### config.mk
export PLATFORM = sky130hd
export DESIGN_NAME = uart_cmd_router_flat
export DESIGN_NICKNAME = d
export VERILOG_FILES = /design/src/rtl/uart_cmd_router_pkg.sv /design/src/rtl/uart_cmd_router_if.sv /design/src/rtl/uart_cmd_router_reply_timer.sv /design/src/rtl/uart_cmd_router.sv /design/src/flat_wrapper.sv
export SDC_FILE = /design/constraint.sdc
export NUM_CORES = 1
export LEC_CHECK = 0
export CORE_MARGIN = 10
export CORE_UTILIZATION = 27
export CTS_CLUSTER_DIAMETER = 120
export DETAILED_ROUTE_END_ITERATION = 16
export DONT_BUFFER_PORTS = 1
export PLACE_DENSITY = 0.39
export SLEW_MARGIN = 20
export SYNTH_ARGS = -nofsm -noshare
export SYNTH_HDL_FRONTEND = slang
export SYNTH_HIERARCHICAL = 1
export SYNTH_SLANG_ARGS = --single-unit
### constraint.sdc
create_clock -name clk -period 5.7 [get_ports clk]
set_input_delay 1.425 -clock clk [delete_from_list [all_inputs] [get_ports clk]]
set_output_delay 1.425 -clock clk [all_outputs]
set_load 0.005 [all_outputs]
### src/rtl/uart_cmd_router_pkg.sv
`default_nettype none
// ============================================================================
//  Module      : uart_cmd_router_pkg
//  Description : Shared types and constants for the SPI-to-UART command
//                router: status codes, FSM state encoding, channel count.
//  Revision    : 1.0 - initial release
// ============================================================================
package uart_cmd_router_pkg;

    // Number of UART-attached modules on the board; default channel count.
    localparam int NUM_OF_MODULES = 9;

    // Id value that addresses every channel at once.
    localparam logic [7:0] c_BCAST_ID = 8'hFF;

    // Status byte returned in rsp_data[15:8].
    localparam logic [7:0] c_STATUS_OK        = 8'h00;
    localparam logic [7:0] c_STATUS_TIMEOUT   = 8'h01;
    localparam logic [7:0] c_STATUS_PARITY    = 8'h02;
    localparam logic [7:0] c_STATUS_BAD_ID    = 8'h03;
    localparam logic [7:0] c_STATUS_BCAST_ACK = 8'h04;

    typedef enum logic [2:0] {
        S_IDLE    = 3'd0,
        S_LAUNCH  = 3'd1,
        S_WAIT_TX = 3'd2,
        S_WAIT_RX = 3'd3,
        S_RESPOND = 3'd4
    } state_t;

    // Counter width able to hold cycles-1; never narrower than one bit.
    function automatic int timer_width(input int cycles);
        return (cycles > 1) ? $clog2(cycles) : 1;
    endfunction

endpackage
`default_nettype wire

### src/rtl/uart_cmd_router_if.sv
`default_nettype none
// ============================================================================
//  Module      : uart_cmd_router_if
//  Description : Command/response and per-channel UART bundle of the router.
//                slave = router view, master = SPI core / UART bank view.
//  Revision    : 1.0 - initial release
// ============================================================================
interface uart_cmd_router_if
    import uart_cmd_router_pkg::*;
#(
    parameter int NUM_CH = NUM_OF_MODULES
);
    logic                  cmd_valid;
    logic [15:0]           cmd_data;
    logic                  cmd_ready;
    logic                  rsp_valid;
    logic [15:0]           rsp_data;
    logic [NUM_CH-1:0]     start_tx;
    logic [8*NUM_CH-1:0]   data_to_tx;
    logic [NUM_CH-1:0]     tx_busy;
    logic [NUM_CH-1:0]     rx_done;
    logic [8*NUM_CH-1:0]   data_received;
    logic [NUM_CH-1:0]     parity_error;
    logic [7:0]            drop_count;
    logic                  router_busy;

    modport slave (
        input  cmd_valid, cmd_data, tx_busy, rx_done, data_received, parity_error,
        output cmd_ready, rsp_valid, rsp_data, start_tx, data_to_tx, drop_count,
               router_busy
    );

    modport master (
        output cmd_valid, cmd_data, tx_busy, rx_done, data_received, parity_error,
        input  cmd_ready, rsp_valid, rsp_data, start_tx, data_to_tx, drop_count,
               router_busy
    );

endinterface
`default_nettype wire

### src/rtl/uart_cmd_router_reply_timer.sv
`default_nettype none
// ============================================================================
//  Module      : reply_timer
//  Description : Loadable down-counter; o_tc is high while the count is zero.
//                Counting stops at zero until the next load.
//  Revision    : 1.0 - initial release
// ============================================================================
module reply_timer #(
    parameter int WIDTH = 16
) (
    input  wire              clk,
    input  wire              reset,
    input  wire              i_load,
    input  wire [WIDTH-1:0]  i_load_value,
    input  wire              i_en,
    output logic             o_tc
);

    logic [WIDTH-1:0] r_count;

    // Load has priority; otherwise count down while enabled and not expired.
    always_ff @(posedge clk or posedge reset) begin
        if (reset) begin
            r_count <= '0;
        end else if (i_load) begin
            r_count <= i_load_value;
        end else if (i_en && (r_count != '0)) begin
            r_count <= r_count - WIDTH'(1);
        end
    end

    assign o_tc = (r_count == '0);

endmodule
`default_nettype wire

### src/rtl/uart_cmd_router.sv
`default_nettype none
// ============================================================================
//  Module      : uart_cmd_router
//  Description : Routes {id, code} command words to per-module UART links,
//                collects the unicast reply with timeout, returns a status
//                word. Supports broadcast, id validation and drop counting.
//  Revision    : 1.0 - initial release
// ============================================================================
module uart_cmd_router
    import uart_cmd_router_pkg::*;
#(
    parameter int         NUM_CH         = NUM_OF_MODULES,
    parameter int         TIMEOUT_CYCLES = 48000,
    parameter logic [7:0] BCAST_ID       = c_BCAST_ID
) (
    input wire               clk,
    input wire               reset,
    uart_cmd_router_if.slave bus
);

    localparam int              c_TW         = timer_width(TIMEOUT_CYCLES);
    localparam logic [c_TW-1:0] c_TIMER_LOAD = c_TW'(TIMEOUT_CYCLES - 1);
    localparam logic [7:0]      c_NUM_CH     = 8'(NUM_CH);

    state_t              r_state;
    state_t              w_state_next;
    logic [7:0]          r_id;
    logic [7:0]          r_code;
    logic                r_bcast;
    logic                r_blank;
    logic [7:0]          r_status;
    logic [7:0]          r_reply;

    logic                r_cmd_ready;
    logic                r_router_busy;
    logic [NUM_CH-1:0]   r_start_tx;
    logic [8*NUM_CH-1:0] r_data_to_tx;
    logic                r_rsp_valid;
    logic [15:0]         r_rsp_data;
    logic [7:0]          r_drop_count;

    logic [NUM_CH-1:0]   w_target;
    logic [7:0]          w_rx_byte;
    logic                w_targets_idle;
    logic                w_rx_hit;
    logic                w_rx_parity;
    logic                w_bad_id;
    logic                w_launch;
    logic                w_timer_load;
    logic                w_timer_tc;
    logic                w_set_rsp;
    logic [7:0]          w_rsp_status;
    logic [7:0]          w_rsp_reply;

    // Target mask and reply byte of the latched id; broadcast selects all.
    always_comb begin
        w_target  = '0;
        w_rx_byte = '0;
        for (int i = 0; i < NUM_CH; i++) begin
            w_target[i] = r_bcast || (r_id == 8'(i));
            if (r_id == 8'(i)) begin
                w_rx_byte = bus.data_received[8*i +: 8];
            end
        end
    end

    assign w_targets_idle = ((bus.tx_busy & w_target) == '0);
    assign w_rx_hit       = |(bus.rx_done & w_target);
    assign w_rx_parity    = |(bus.rx_done & bus.parity_error & w_target);
    assign w_bad_id       = (bus.cmd_data[15:8] >= c_NUM_CH) &&
                            (bus.cmd_data[15:8] != BCAST_ID);

    reply_timer #(
        .WIDTH        (c_TW)
    ) u_reply_timer (
        .clk          (clk),
        .reset        (reset),
        .i_load       (w_timer_load),
        .i_load_value (c_TIMER_LOAD),
        .i_en         (r_state == S_WAIT_RX),
        .o_tc         (w_timer_tc)
    );

    // State register.
    always_ff @(posedge clk or posedge reset) begin
        if (reset) begin
            r_state <= S_IDLE;
        end else begin
            r_state <= w_state_next;
        end
    end

    // Next state plus the launch / timer-load / response-capture strobes.
    always_comb begin
        w_state_next = r_state;
        w_launch     = 1'b0;
        w_timer_load = 1'b0;
        w_set_rsp    = 1'b0;
        w_rsp_status = c_STATUS_OK;
        w_rsp_reply  = '0;
        case (r_state)
            S_IDLE: begin
                if (bus.cmd_valid) begin
                    if (w_bad_id) begin
                        w_state_next = S_RESPOND;
                        w_set_rsp    = 1'b1;
                        w_rsp_status = c_STATUS_BAD_ID;
                    end else begin
                        w_state_next = S_LAUNCH;
                    end
                end
            end
            S_LAUNCH: begin
                if (w_targets_idle) begin
                    w_launch     = 1'b1;
                    w_state_next = S_WAIT_TX;
                end
            end
            S_WAIT_TX: begin
                // The first cycle is skipped: tx_busy has not yet reacted to start_tx.
                if (!r_blank && w_targets_idle) begin
                    if (r_bcast) begin
                        w_state_next = S_RESPOND;
                        w_set_rsp    = 1'b1;
                        w_rsp_status = c_STATUS_BCAST_ACK;
                    end else begin
                        w_state_next = S_WAIT_RX;
                        w_timer_load = 1'b1;
                    end
                end
            end
            S_WAIT_RX: begin
                // A reply arriving on the terminal cycle still wins over the timeout.
                if (w_rx_hit) begin
                    w_state_next = S_RESPOND;
                    w_set_rsp    = 1'b1;
                    if (w_rx_parity) begin
                        w_rsp_status = c_STATUS_PARITY;
                    end else begin
                        w_rsp_reply  = w_rx_byte;
                    end
                end else if (w_timer_tc) begin
                    w_state_next = S_RESPOND;
                    w_set_rsp    = 1'b1;
                    w_rsp_status = c_STATUS_TIMEOUT;
                end
            end
            S_RESPOND: begin
                w_state_next = S_IDLE;
            end
            default: begin
                w_state_next = S_IDLE;
            end
        endcase
    end

    // Command latch, response capture and all registered outputs.
    always_ff @(posedge clk or posedge reset) begin
        if (reset) begin
            r_id          <= '0;
            r_code        <= '0;
            r_bcast       <= 1'b0;
            r_blank       <= 1'b0;
            r_status      <= '0;
            r_reply       <= '0;
            r_cmd_ready   <= 1'b1;
            r_router_busy <= 1'b0;
            r_start_tx    <= '0;
            r_data_to_tx  <= '0;
            r_rsp_valid   <= 1'b0;
            r_rsp_data    <= '0;
            r_drop_count  <= '0;
        end else begin
            r_cmd_ready   <= (w_state_next == S_IDLE);
            r_router_busy <= (w_state_next != S_IDLE);
            r_start_tx    <= w_launch ? w_target : '0;
            r_blank       <= w_launch;
            r_rsp_valid   <= (r_state == S_RESPOND);

            if ((r_state == S_IDLE) && bus.cmd_valid) begin
                r_id    <= bus.cmd_data[15:8];
                r_code  <= bus.cmd_data[7:0];
                r_bcast <= (bus.cmd_data[15:8] == BCAST_ID);
            end

            // Untargeted channels keep the byte they were last launched with.
            for (int i = 0; i < NUM_CH; i++) begin
                if (w_launch && w_target[i]) begin
                    r_data_to_tx[8*i +: 8] <= r_code;
                end
            end

            if (w_set_rsp) begin
                r_status <= w_rsp_status;
                r_reply  <= w_rsp_reply;
            end

            if (r_state == S_RESPOND) begin
                r_rsp_data <= {r_status, r_reply};
            end

            if (bus.cmd_valid && !r_cmd_ready && (r_drop_count != 8'hFF)) begin
                r_drop_count <= r_drop_count + 8'd1;
            end
        end
    end

    assign bus.cmd_ready   = r_cmd_ready;
    assign bus.router_busy = r_router_busy;
    assign bus.start_tx    = r_start_tx;
    assign bus.data_to_tx  = r_data_to_tx;
    assign bus.rsp_valid   = r_rsp_valid;
    assign bus.rsp_data    = r_rsp_data;
    assign bus.drop_count  = r_drop_count;

endmodule
`default_nettype wire

### src/flat_wrapper.sv
// flat-port wrapper written by rule: the top's interface ports become plain ports
module uart_cmd_router_flat import uart_cmd_router_pkg::*;
#(
    parameter int         NUM_CH         = NUM_OF_MODULES,
    parameter int         TIMEOUT_CYCLES = 48000,
    parameter logic [7:0] BCAST_ID       = c_BCAST_ID
)
  (clk, reset, bus_cmd_valid, bus_cmd_data, bus_tx_busy, bus_rx_done, bus_data_received, bus_parity_error, bus_cmd_ready, bus_rsp_valid, bus_rsp_data, bus_start_tx, bus_data_to_tx, bus_drop_count, bus_router_busy);
  uart_cmd_router_if #(.NUM_CH(NUM_CH)) bus_i ();
  input wire clk;
  input wire reset;
  input wire logic [$bits(bus_i.cmd_valid)-1:0] bus_cmd_valid;
  input wire logic [$bits(bus_i.cmd_data)-1:0] bus_cmd_data;
  input wire logic [$bits(bus_i.tx_busy)-1:0] bus_tx_busy;
  input wire logic [$bits(bus_i.rx_done)-1:0] bus_rx_done;
  input wire logic [$bits(bus_i.data_received)-1:0] bus_data_received;
  input wire logic [$bits(bus_i.parity_error)-1:0] bus_parity_error;
  output wire logic [$bits(bus_i.cmd_ready)-1:0] bus_cmd_ready;
  output wire logic [$bits(bus_i.rsp_valid)-1:0] bus_rsp_valid;
  output wire logic [$bits(bus_i.rsp_data)-1:0] bus_rsp_data;
  output wire logic [$bits(bus_i.start_tx)-1:0] bus_start_tx;
  output wire logic [$bits(bus_i.data_to_tx)-1:0] bus_data_to_tx;
  output wire logic [$bits(bus_i.drop_count)-1:0] bus_drop_count;
  output wire logic [$bits(bus_i.router_busy)-1:0] bus_router_busy;
  assign bus_i.cmd_valid = bus_cmd_valid;
  assign bus_i.cmd_data = bus_cmd_data;
  assign bus_i.tx_busy = bus_tx_busy;
  assign bus_i.rx_done = bus_rx_done;
  assign bus_i.data_received = bus_data_received;
  assign bus_i.parity_error = bus_parity_error;
  assign bus_cmd_ready = bus_i.cmd_ready;
  assign bus_rsp_valid = bus_i.rsp_valid;
  assign bus_rsp_data = bus_i.rsp_data;
  assign bus_start_tx = bus_i.start_tx;
  assign bus_data_to_tx = bus_i.data_to_tx;
  assign bus_drop_count = bus_i.drop_count;
  assign bus_router_busy = bus_i.router_busy;
  uart_cmd_router #(.NUM_CH(NUM_CH), .TIMEOUT_CYCLES(TIMEOUT_CYCLES), .BCAST_ID(BCAST_ID)) u_core (.clk(clk), .reset(reset), .bus(bus_i));
endmodule
==> results of run 1 <==
[report_power, final]
part / internal [W] / total (W) / switching [W]
Combinational: 0.000376 / 0.000779 / 0.000402
Sequential: 0.00140 / 0.00188 / 0.000487
Clock: 0.000680 / 0.00119 / 0.000512
[critical path: cells and delay by family (launching register included)]
family	cells	cell delay, ns
simple gates	4	1.35
compound gates	4	1.04
buf+inv	2	0.89
flops	1	0.64
[cells in the final DEF, fill, tap and decap left out, types with 5 or more instances in the layout]
cell / n
a21oi_1: 15
a221oi_1: 9
a222oi_1: 7
a22oi_1: 6
a31oi_1: 9
and2_1: 5
and3_1: 7
buf_4: 6
clkbuf_16: 17
conb_1: 21
dfrtp_1: 150
inv_1: 17
mux2_1: 64
mux2_2: 35
mux2i_1: 6
nand2_1: 33
nand3_1: 10
nand4_1: 8
nor2_1: 32
nor2_4: 7
nor3_1: 13
nor4_1: 5
o21a_1: 6
o21ai_0: 23
o2bb2ai_1: 8
or3_1: 5
or4_1: 7
xnor2_1: 6
[layer usage]
metal	global-route usage	vias to the layer above
li1	-	2237
met1	0.168	2524
met2	0.223	214
met3	0.0765	12
met4	0.0277	4
met5	0	-
[worst max path at each step]
stage | endpoint | slack (ns)
floorplan | u_core/bus.data_to_tx[0] | 0.67
global placement | u_core/u_reply_timer/r_count[13] | 1.48
detailed placement | u_core/u_reply_timer/r_count[13] | 1.39
CTS | u_core/u_reply_timer/r_count[13] | 1.68
global route | u_core/u_reply_timer/r_count[13] | 1.36
finish | u_core/u_reply_timer/r_count[13] | 1.66
[cells in the mapped netlist (4+ instances only)]
library cell	n	share of area
and2_1	5	0.0044
inv_1	18	0.0096
nand2b_1	4	0.0035
nand3_1	10	0.0071
xor2_1	4	0.0050
o2bb2ai_1	8	0.0099
nor3_1	14	0.0099
mux2_2	35	0.056
or4_1	7	0.0074
buf_1	4	0.0021
buf_2	6	0.0042
clkbuf_1	11	0.0058
a21oi_1	15	0.011
a222oi_1	7	0.0099
xnor2_1	6	0.0074
nor3b_1	5	0.0053
a22oi_1	6	0.0064
nor4_1	8	0.0071
a221oi_1	9	0.011
mux2_1	64	0.10
a31oi_1	9	0.0080
dfrtp_1	150	0.53
buf_4	5	0.0053
o21a_1	6	0.0064
nand2_1	33	0.018
nor2_4	7	0.011
and3_1	7	0.0062
nand4_1	8	0.0071
or3_1	5	0.0044
mux2i_1	6	0.0085
nor2_1	32	0.017
o21ai_0	23	0.016
[cell type report]
class / instances / area (um2) / share of cell area
Inverter: 19 / 76.3 / 0.00939
Clock buffer: 18 / 439 / 0.0541
Clock inverter: 14 / 181 / 0.0223
Sequential cell: 151 / 3780 / 0.465
Timing Repair Buffer: 6 / 45.0 / 0.00554
Antenna cell: 1 / 2.50 / 0.000308
Tap cell: 335 / 419 / 0.0516
Multi-Input combinational cell: 417 / 3180 / 0.391
[stage by stage]
step / instance area [um2] / setup WS, ns / hold WS [ns]
floorplan: 7140 / 0.666 / 0.444
finish: 8120 / 1.66 / 0.493
global route: 8120 / 1.36 / 0.508
CTS: 8120 / 1.68 / 0.492
global placement: 7500 / 1.48 / 0.467
detailed placement: 7500 / 1.39 / 0.471
[kinds of logic after synthesis]
family / Yosys count / synth area share
AND/OR/NAND/NOR: 162 / 0.131
flip-flops: 151 / 0.535
AO/OA/AOI/OAI: 117 / 0.122
multiplexers: 105 / 0.166
buffers and inverters: 46 / 0.0297
XOR/XNOR: 10 / 0.0124
adder cells (fa/ha/maj): 2 / 0.00354
other: 2 / 0.00106
[state kept, by name, indices dropped and copies added (netlist names)]
| name | flops |
|---|---|
| u_core/bus.router_busy | 1 |
| u_core/bus.drop_count | 8 |
| u_core/r_reply | 8 |
| u_core/bus.rsp_data | 11 |
| u_core/u_reply_timer/r_count | 16 |
| u_core/r_bcast | 1 |
| u_core/bus.start_tx | 9 |
| u_core/r_code | 8 |
| u_core/bus.cmd_ready | 1 |
| u_core/r_state | 3 |
| u_core/bus.rsp_valid | 1 |
| u_core/r_status | 3 |
| u_core/r_id | 8 |
| u_core/r_blank | 1 |
| u_core/bus.data_to_tx | 72 |
==> results.md, run 1 <==
* Async set or reset register ratio after synthesis at 1.00
* Number of core rows at 59
* Io pins at roughly 230
* RSZ-0062 raised after global routing: no
* Peak Freq at between 200 and 250 MHz
* P per Cell Area at 474 nW/um2
* CTS tree: built
* CTS buffer count at 17
* Setup crit end kind: flop
* DR DRC count at 0
* EDFF count, synth at 0
* Wire length on met1 at 9390 um
* CP most frequent cell: inv_1
* Worst R2R Setup Slack at 1.66 ns
* Cell variety after synth at 73
* Worst Hold End: u_core/r_reply[6]
* Drt via density at 5.19
* Finished Layout Cells at 961
* Drt first pass iters at 5
* Slew @ Worst Pin at 1.04 ns
* Crit. Startpoint: u_core/r_id[2]
* Uppermost routed layer: met5
* Core ar. at approximately 26000 um2
* Layout cells sized above 1 at 0.157
* Critical Path RT at 6.00 ns
* Post_cts resized at 0
* CTS root buf: clkbuf_16
* Worst Hold Path Cells at 1
* FILL cells at approximately 2600
* Final core occ at 0.314
* Mean Syn Cell Area at ~12 um2
* Clk_skew at between 0.009 and 0.01 ns
* Crit path arrival time at 4.33 ns
* Final hold vios at 0
* Tcrit/Tclk final at 0.708
* Worst vdd ir at around 170 uV
* Cell Area, Synth at 7070 um2
* FF-to-FF path depth at 10
* Critical Path Start Type: flop
* Worst-path clk slew at 0.07 ns
* Ys Warns at 6
* Routed vias at 4991
* Port Buffer Count at 0
* Synth Flop Type: dfrtp_1
* Die H at around 180 um
* Leakage power at 3.59 nW
* Setup TNS at 0 ns
* Sequential area share after synthesis at 0.535
* Clock sink count at 151
* Worst R2R End: u_core/u_reply_timer/r_count[13]
* Antenna violations before repair at 2
* Starting Density at 0.273
* Cells after synthesis at 595
* Placed insts at 928
* First-pass GRT wire length at 36000 um
* Die Footprint at 33100 um2
* Setup Crit Path Kind: reg -> reg
* Worst path slowest cell: dfrtp_1
* DP Wirelength at 18000 um
* Largest net degree at the start of global routing at between 100 and 150
* Tmin final at ~4.0 ns
* Max clock buf depth at 2
* Hold_buf cts at 0
* GRT Util Overall at 0.142
* Pwr Total at 0.00385 W
* #FFs+latches synth at 151
* Status: completed
* WL met2 at around 11000 um
* Detail Route Antenna Nets at 0
* Cell breakdown of the critical path: or4bb_1, o21ai_0, a221oi_1, nand4_2, or4_1, inv_1, inv_1, nand2_1, a21oi_1, a311o_1
* Final nets at 732
* Routed WL at 23800 um
* Layout area overhead at 14.9%
* Drt first-iter violations at 392
* GRT overflow at 0
* Max-cap violations at 0
* Routed met3 length at around 3000 um
* Reg-to-reg startpoint: u_core/r_id[2]
* Post-CTS Setup Repair Bufs at 0
* Slowest cell delay on critical path at 0.64 ns
* Worst rel slew slack at 0.298
* Setup violators final at 0
* Vias in the first global route at 5223
* Gpl congestion at 0.826
* Htree depth at 4
* Clk_lat worst skew at about 0.42 ns
* Chip Width at around 180 um
* Crit path max fanout at 21
* Hold path startpoint: u_core/r_reply[6]
* Average wire per standard cell at 24.7 um
* Fin. max-slew vios at 0
* Worst hold path class: reg -> reg
(Power assumes the default switching activity.)
==> inputs of run 2 (changes only) <==
--- a/config.mk
+++ b/config.mk
@@ -10,7 +10,7 @@
 export CTS_CLUSTER_DIAMETER = 120
 export DETAILED_ROUTE_END_ITERATION = 16
 export DONT_BUFFER_PORTS = 1
-export PLACE_DENSITY = 0.39
+export PLACE_DENSITY = 0.41
 export SLEW_MARGIN = 20
 export SYNTH_ARGS = -nofsm -noshare
 export SYNTH_HDL_FRONTEND = slang
==> constraint.sdc (replaced) <==
create_clock -name clk -period 3.5 [get_ports clk]
set_input_delay 0.875 -clock clk [delete_from_list [all_inputs] [get_ports clk]]
set_output_delay 0.875 -clock clk [all_outputs]
set_load 0.005 [all_outputs]
==> results.md, run 2 (synthesis gave the netlist of run 1 again) <==
* Status: completed (unchanged)
* Worst vdd ir at 276 uV (was 171 uV)
* DR DRC count at 0 (unchanged)
* Setup crit end kind: flop (unchanged)
* Max-cap violations at 0 (unchanged)
* Sequential share of power at 0.477 (was 0.489)
* Setup violators final at 0 (unchanged)
* Crit path arrival time at 3.58 ns (was 4.33 ns)
* Clk_skew at 0.0140 ns (was 0.00962 ns)
* Int Power at 0.00399 W (was 0.00245 W)
* Setup TNS at 0 ns (unchanged)
* Worst-path clk slew at 0.07 ns (about the same)
* Hold_buf cts at 0 (unchanged)
* Net Sw Power at 0.00231 W (was 0.00140 W)
* Pwr Total at 0.00630 W (was 0.00385 W)
* Largest net degree at the start of global routing at 92 (was 104)
* Htree depth at 4 (unchanged)
* Worst rel slew slack at 0.313 (was 0.298)
* CTS root buf: clkbuf_16 (unchanged)
* Average wire per standard cell at 24.3 um (was 24.7 um)
* Tcrit/Tclk final at 0.934 (was 0.708)
* Vias in the first global route at 5239 (was 5223)
* Chip Width at 182 um (unchanged)
* GRT overflow at 0 (unchanged)
* Post-CTS Setup Repair Bufs at 0 (unchanged)
* Layout area overhead at 16.8% (was 14.9%)
* Worst hold path class: in -> async (was reg -> reg)
* Gpl congestion at 0.846 (was 0.826)
* Worst R2R Setup Slack at 0.23 ns (was 1.66 ns)
* Starting Density at 0.273 (unchanged)
* Fin. max-slew vios at 0 (unchanged)
* Antenna violations before repair at 3 (was 2)
* P per Cell Area at 763 nW/um2 (was 474 nW/um2)
* Critical Path RT at 3.81 ns (was 6.00 ns)
* Routed vias at 4976 (was 4991)
* RSZ-0062 raised after global routing: no (unchanged)
* Clock power share at 0.295 (was 0.309)
* Slew @ Worst Pin at 1.02 ns (was 1.04 ns)
* Routed WL at 23800 um (about the same)
* Final hold vios at 0 (unchanged)
* First-pass GRT wire length at 35600 um (was 36000 um)
* Reg-to-reg startpoint: u_core/r_id[2] (unchanged)
* Max FFs per register at 72 (unchanged)
* Number of core rows at 59 (unchanged)
* CTS tree: built (unchanged)
* Port Buffer Count at 0 (unchanged)
* Setup Crit Path Kind: reg -> reg (unchanged)
* Leakage power at 3.66 nW (was 3.59 nW)
* Logic pwr share at 0.228 (was 0.202)
* Drt first pass iters at 7 (was 5)
* Most frequent cells in the layout: 150 x dfrtp_1, 64 x mux2_1, 35 x mux2_2 (unchanged)
* Final nets at 749 (was 732)
* Tmin final at 3.27 ns (was 4.04 ns)
* Peak Freq at 306 MHz (was 248 MHz)
* Layout cells sized above 1 at 0.178 (was 0.157)
* Post_cts resized at 0 (unchanged)
* FF-to-FF path depth at 8 (was 10)
* Crit. Startpoint: u_core/r_id[2] (unchanged)
* Drt first-iter violations at 383 (was 392)
* Critical Path Start Type: flop (unchanged)
* Die H at 182 um (unchanged)
* Clock sink count at 151 (unchanged)
* Worst R2R End: u_core/bus.data_to_tx[8] (was u_core/u_reply_timer/r_count[13])
* Drt via density at 5.08 (was 5.19)
* Worst Setup EP: u_core/bus.data_to_tx[8] (was u_core/u_reply_timer/r_count[13])
* Sw frac at 0.366 (was 0.364)
* Max clock buf depth at 2 (unchanged)
* Most common cell after layout, fill and taps aside: dfrtp_1 (unchanged)
* Io pins at 226 (unchanged)
* DP Wirelength at 18400 um (was 18000 um)
* Detail Route Antenna Nets at 0 (unchanged)
* Core ar. at 25900 um2 (unchanged)
* Crit path max fanout at 11 (was 21)
* Clk_lat worst skew at 0.42 ns (about the same)
* GRT Util Overall at 0.141 (was 0.142)
* CTS buffer count at 17 (unchanged)
* Die Footprint at 33100 um2 (unchanged)
==> run 2: how the worst min path moves through the flow <==
stage	startpoint	slack, ns	depth (start not counted)	to
after global routing	reset	0.43	2	u_core/r_blank
after detailed placement	u_core/r_status[2]	0.47	1	u_core/r_status[2]
after global placement	u_core/r_reply[2]	0.47	1	u_core/r_reply[2]
after CTS	reset	0.42	2	u_core/r_id[1]
after floorplan	u_core/r_status[2]	0.44	1	u_core/r_status[2]
final	reset	0.43	2	u_core/r_state[0]
==> run 2: metrics by stage <==
stage | setup WS, ns | utilization | hold WS (ns) | area [um2] | instances
after detailed placement | 0.187 | 0.295 | 0.472 | 7640 | 944
after CTS | 0.186 | 0.318 | 0.423 | 8230 | 976
after global placement | 0.232 | 0.295 | 0.466 | 7640 | 944
after floorplan | 0.578 | - | 0.444 | 7150 | 614
final | 0.229 | 0.319 | 0.431 | 8260 | 979
after global routing | 0.0344 | 0.319 | 0.433 | 8260 | 977
==> run 2: worst max-delay path, stage by stage, from the launching register on <==
cell	delay (ns)
dfrtp_1	0.49
or4bb_1	0.32
o21ai_0	0.25
a221oi_1	0.40
nand4_2	0.27
or4b_4	0.71
nor2b_1	0.17
buf_4	0.20
mux2_2	0.35
==> run 2: routing by layer <==
metal  routed length, um  global-route usage
met5                  34                   0
met4                 333              0.0368
met3                3050              0.0817
met2               11100               0.224
met1                9280               0.159
==> run 2: area by class of cell <==
| class | count | area (um2) |
|---|---|---|
| diodes | 2 | 5.00 |
| clock buffers | 18 | 439 |
| clock inverters | 14 | 150 |
| fillers | 2626 | 17700 |
| inverters | 19 | 75.1 |
| multi-input cells | 417 | 3180 |
| flip-flops and latches | 151 | 3780 |
| well taps | 335 | 419 |
| repair buffers | 23 | 210 |
==> run 2: power groups by stage <==
| stage | sequential (W) | clock [W] | combinational, W |
|---|---|---|---|
| floorplan | 0.00270 | 0 | 0.00112 |
| global placement | 0.00306 | 0 | 0.00140 |
| detailed placement | 0.00305 | 0 | 0.00144 |
| CTS | 0.00303 | 0.00193 | 0.00145 |
| global route | 0.00313 | 0.00201 | 0.00161 |
| finish | 0.00300 | 0.00186 | 0.00144 |
==> inputs of run 3 (changes only) <==
--- a/config.mk
+++ b/config.mk
@@ -11,6 +11,7 @@
 export DETAILED_ROUTE_END_ITERATION = 16
 export DONT_BUFFER_PORTS = 1
 export PLACE_DENSITY = 0.41
+export REMOVE_ABC_BUFFERS = 1
 export SLEW_MARGIN = 20
 export SYNTH_ARGS = -nofsm -noshare
 export SYNTH_HDL_FRONTEND = slang
==> results.md, run 3 (synthesis gave the netlist of run 1 again) <==
* Status: completed (unchanged)
* Final nets at 751 (was 749)
* Finished Layout Cells at 983 (was 979)
* DR DRC count at 0 (unchanged)
* Post-route cell area at 8270 um2 (was 8260 um2)
* Setup crit end kind: flop (unchanged)
* Worst R2R Setup Slack at 0.35 ns (was 0.23 ns)
* Logic pwr share at 0.227 (was 0.228)
* Clk_skew at 0.0111 ns (was 0.0140 ns)
* Tcrit/Tclk final at 0.900 (was 0.934)
* Average wire per standard cell at 24.5 um (was 24.3 um)
* Detail Route Antenna Nets at 0 (unchanged)
* Crit path max fanout at 11 (unchanged)
* Chip Width at 182 um (unchanged)
* Vias in the first global route at 5263 (was 5239)
* Setup Crit Path Kind: reg -> reg (unchanged)
* Final hold vios at 0 (unchanged)
* Gpl congestion at 0.802 (was 0.846)
* Drt via density at 5.04 (was 5.08)
* Slowest cell delay on critical path at 0.68 ns (was 0.71 ns)
* Clock power share at 0.296 (was 0.295)
* Worst rel slew slack at 0.480 (was 0.313)
* Antenna violations before repair at 6 (was 3)
* Routed vias at 4959 (was 4976)
* Critical Path Start Type: flop (unchanged)
* Routed WL at 24100 um (was 23800 um)
* Leakage power at 3.68 nW (was 3.66 nW)
* Most common cell after layout, fill and taps aside: dfrtp_1 (unchanged)
* Hold_buf cts at 0 (unchanged)
* Port Buffer Count at 0 (unchanged)
* Int Power at 0.00393 W (was 0.00399 W)
* Most frequent cells in the layout: 150 x dfrtp_1, 64 x mux2_1, 35 x mux2_2 (unchanged)
* Worst hold path class: in -> async (unchanged)
* CTS buffer count at 17 (unchanged)
* DP Wirelength at 18500 um (was 18400 um)
* Die Footprint at 33100 um2 (unchanged)
* Htree depth at 4 (unchanged)
* Max clock buf depth at 2 (unchanged)
* Final core occ at 0.319 (about the same)
* Crit path arrival time at 3.43 ns (was 3.58 ns)
* Critical Path RT at 3.78 ns (was 3.81 ns)
* Sequential share of power at 0.477 (about the same)
* GRT Util Overall at 0.142 (was 0.141)
* Post_cts resized at 0 (unchanged)
* Drt first pass iters at 6 (was 7)
* Worst vdd ir at 380 uV (was 276 uV)
* Setup violators final at 0 (unchanged)
* Post-CTS Setup Repair Bufs at 0 (unchanged)
* CP top delay family: simple AND/OR/NAND/NOR gates (unchanged)
* GRT overflow at 0 (unchanged)
* Layout area overhead at 16.9% (was 16.8%)
* Fin. max-slew vios at 0 (unchanged)
* Placed insts at 947 (was 944)
* Layout cells sized above 1 at 0.182 (was 0.178)
* Clk_lat worst skew at 0.42 ns (about the same)
* Starting Density at 0.273 (unchanged)
* Largest net degree at the start of global routing at 78 (was 92)
* Slew @ Worst Pin at 0.774 ns (was 1.02 ns)
* P per Cell Area at 761 nW/um2 (was 763 nW/um2)
* Sw frac at 0.375 (was 0.366)
* Clock sink count at 151 (unchanged)
* Die H at 182 um (unchanged)
* CTS tree: built (unchanged)
* Worst Path Buf+Inv at 0 (was 1)
* Tmin final at 3.15 ns (was 3.27 ns)
* Dpl cell area at 7660 um2 (was 7640 um2)
* First-pass GRT wire length at 35800 um (was 35600 um)
* CTS root buf: clkbuf_16 (unchanged)
* Worst path slowest cell: or4_1 (was or4b_4)
* Io pins at 226 (unchanged)
* Pwr Total at 0.00629 W (was 0.00630 W)
* Max FFs per register at 72 (unchanged)
* Max-cap violations at 0 (unchanged)
* Net Sw Power at 0.00236 W (was 0.00231 W)
* Peak Freq at 317 MHz (was 306 MHz)
* Core ar. at 25900 um2 (unchanged)
* Cell breakdown of the critical path: or4_1, o41a_1, o22a_1, nand4_2, or4b_4, o211ai_2, or3b_1 (was or4bb_1, o21ai_0, a221oi_1, nand4_2, or4b_4, nor2b_1, buf_4, mux2_2)
* Worst-path clk slew at 0.07 ns (about the same)
* Number of core rows at 59 (unchanged)
* Drt first-iter violations at 240 (was 383)
* Hold WS at 0.402 ns (was 0.431 ns)
* RSZ-0062 raised after global routing: no (unchanged)
-- run 3: cell count changes in the layout (fill, tap and decap cells not counted), moves of 2 or more --
cell / change
buf_4: +4
inv_8: +2
buf_12: -2
clkinvlp_4: -3
diode_2: +2
clkinv_8: +4
-- run 3: worst register-to-register path, cell delays in order (launching register included) --
cell      delay (ns)
dfrtp_1         0.44
or4_1           0.68
o41a_1          0.54
o22a_1          0.26
nand4_2         0.17
or4b_4          0.33
o211ai_2        0.16
or3b_1          0.44
-- run 3: metal layers --
metal	global-route usage	up-vias	wire (um)
li1	-	2282	-
met3	0.0899	16	3450
met5	0	-	37
met2	0.227	213	11300
met4	0.0319	6	206
met1	0.156	2442	9160
-- run 3: area by class of cell --
type,count,area (um2)
clock inverters,15,175
inverters,19,76.3
fillers,2646,17600
clock buffers,17,425
flip-flops and latches,151,3780
diodes,4,10.0
well taps,335,419
multi-input cells,417,3180
repair buffers,25,200
-- run 3: path summary, 6_finish.rpt --
kind,from,endpoint,depth (start not counted)
min in group clk,u_core/r_reply[5],u_core/r_reply[5],1
worst min-delay path,reset,u_core/bus.router_busy,1
worst max-delay path,u_core/r_id[5],u_core/bus.router_busy,7
max in group asynchronous,reset,u_core/bus.data_to_tx[18],2
worst max register to register,u_core/r_id[5],u_core/bus.router_busy,7
worst min register to register,u_core/r_reply[5],u_core/r_reply[5],1
-- run 3: through the flow --
| stage | setup slack (ns) | TNS [ns] |
|---|---|---|
| floorplan | -0.984 | -132.20 |
| global placement | 0.275 | 0 |
| detailed placement | 0.216 | 0 |
| CTS | 0.322 | 0 |
| global route | 0.224 | 0 |
| finish | 0.350 | 0 |
-- run 3: power groups by stage --
stage / Combinational [W] / Clock [W] / Sequential, W
2_1_floorplan: 0.00101 / 0 / 0.00275
3_3_place_gp: 0.00139 / 0 / 0.00305
3_5_place_dp: 0.00144 / 0 / 0.00305
4_1_cts: 0.00145 / 0.00193 / 0.00303
5_1_grt: 0.00159 / 0.00201 / 0.00312
6_report: 0.00143 / 0.00186 / 0.00300
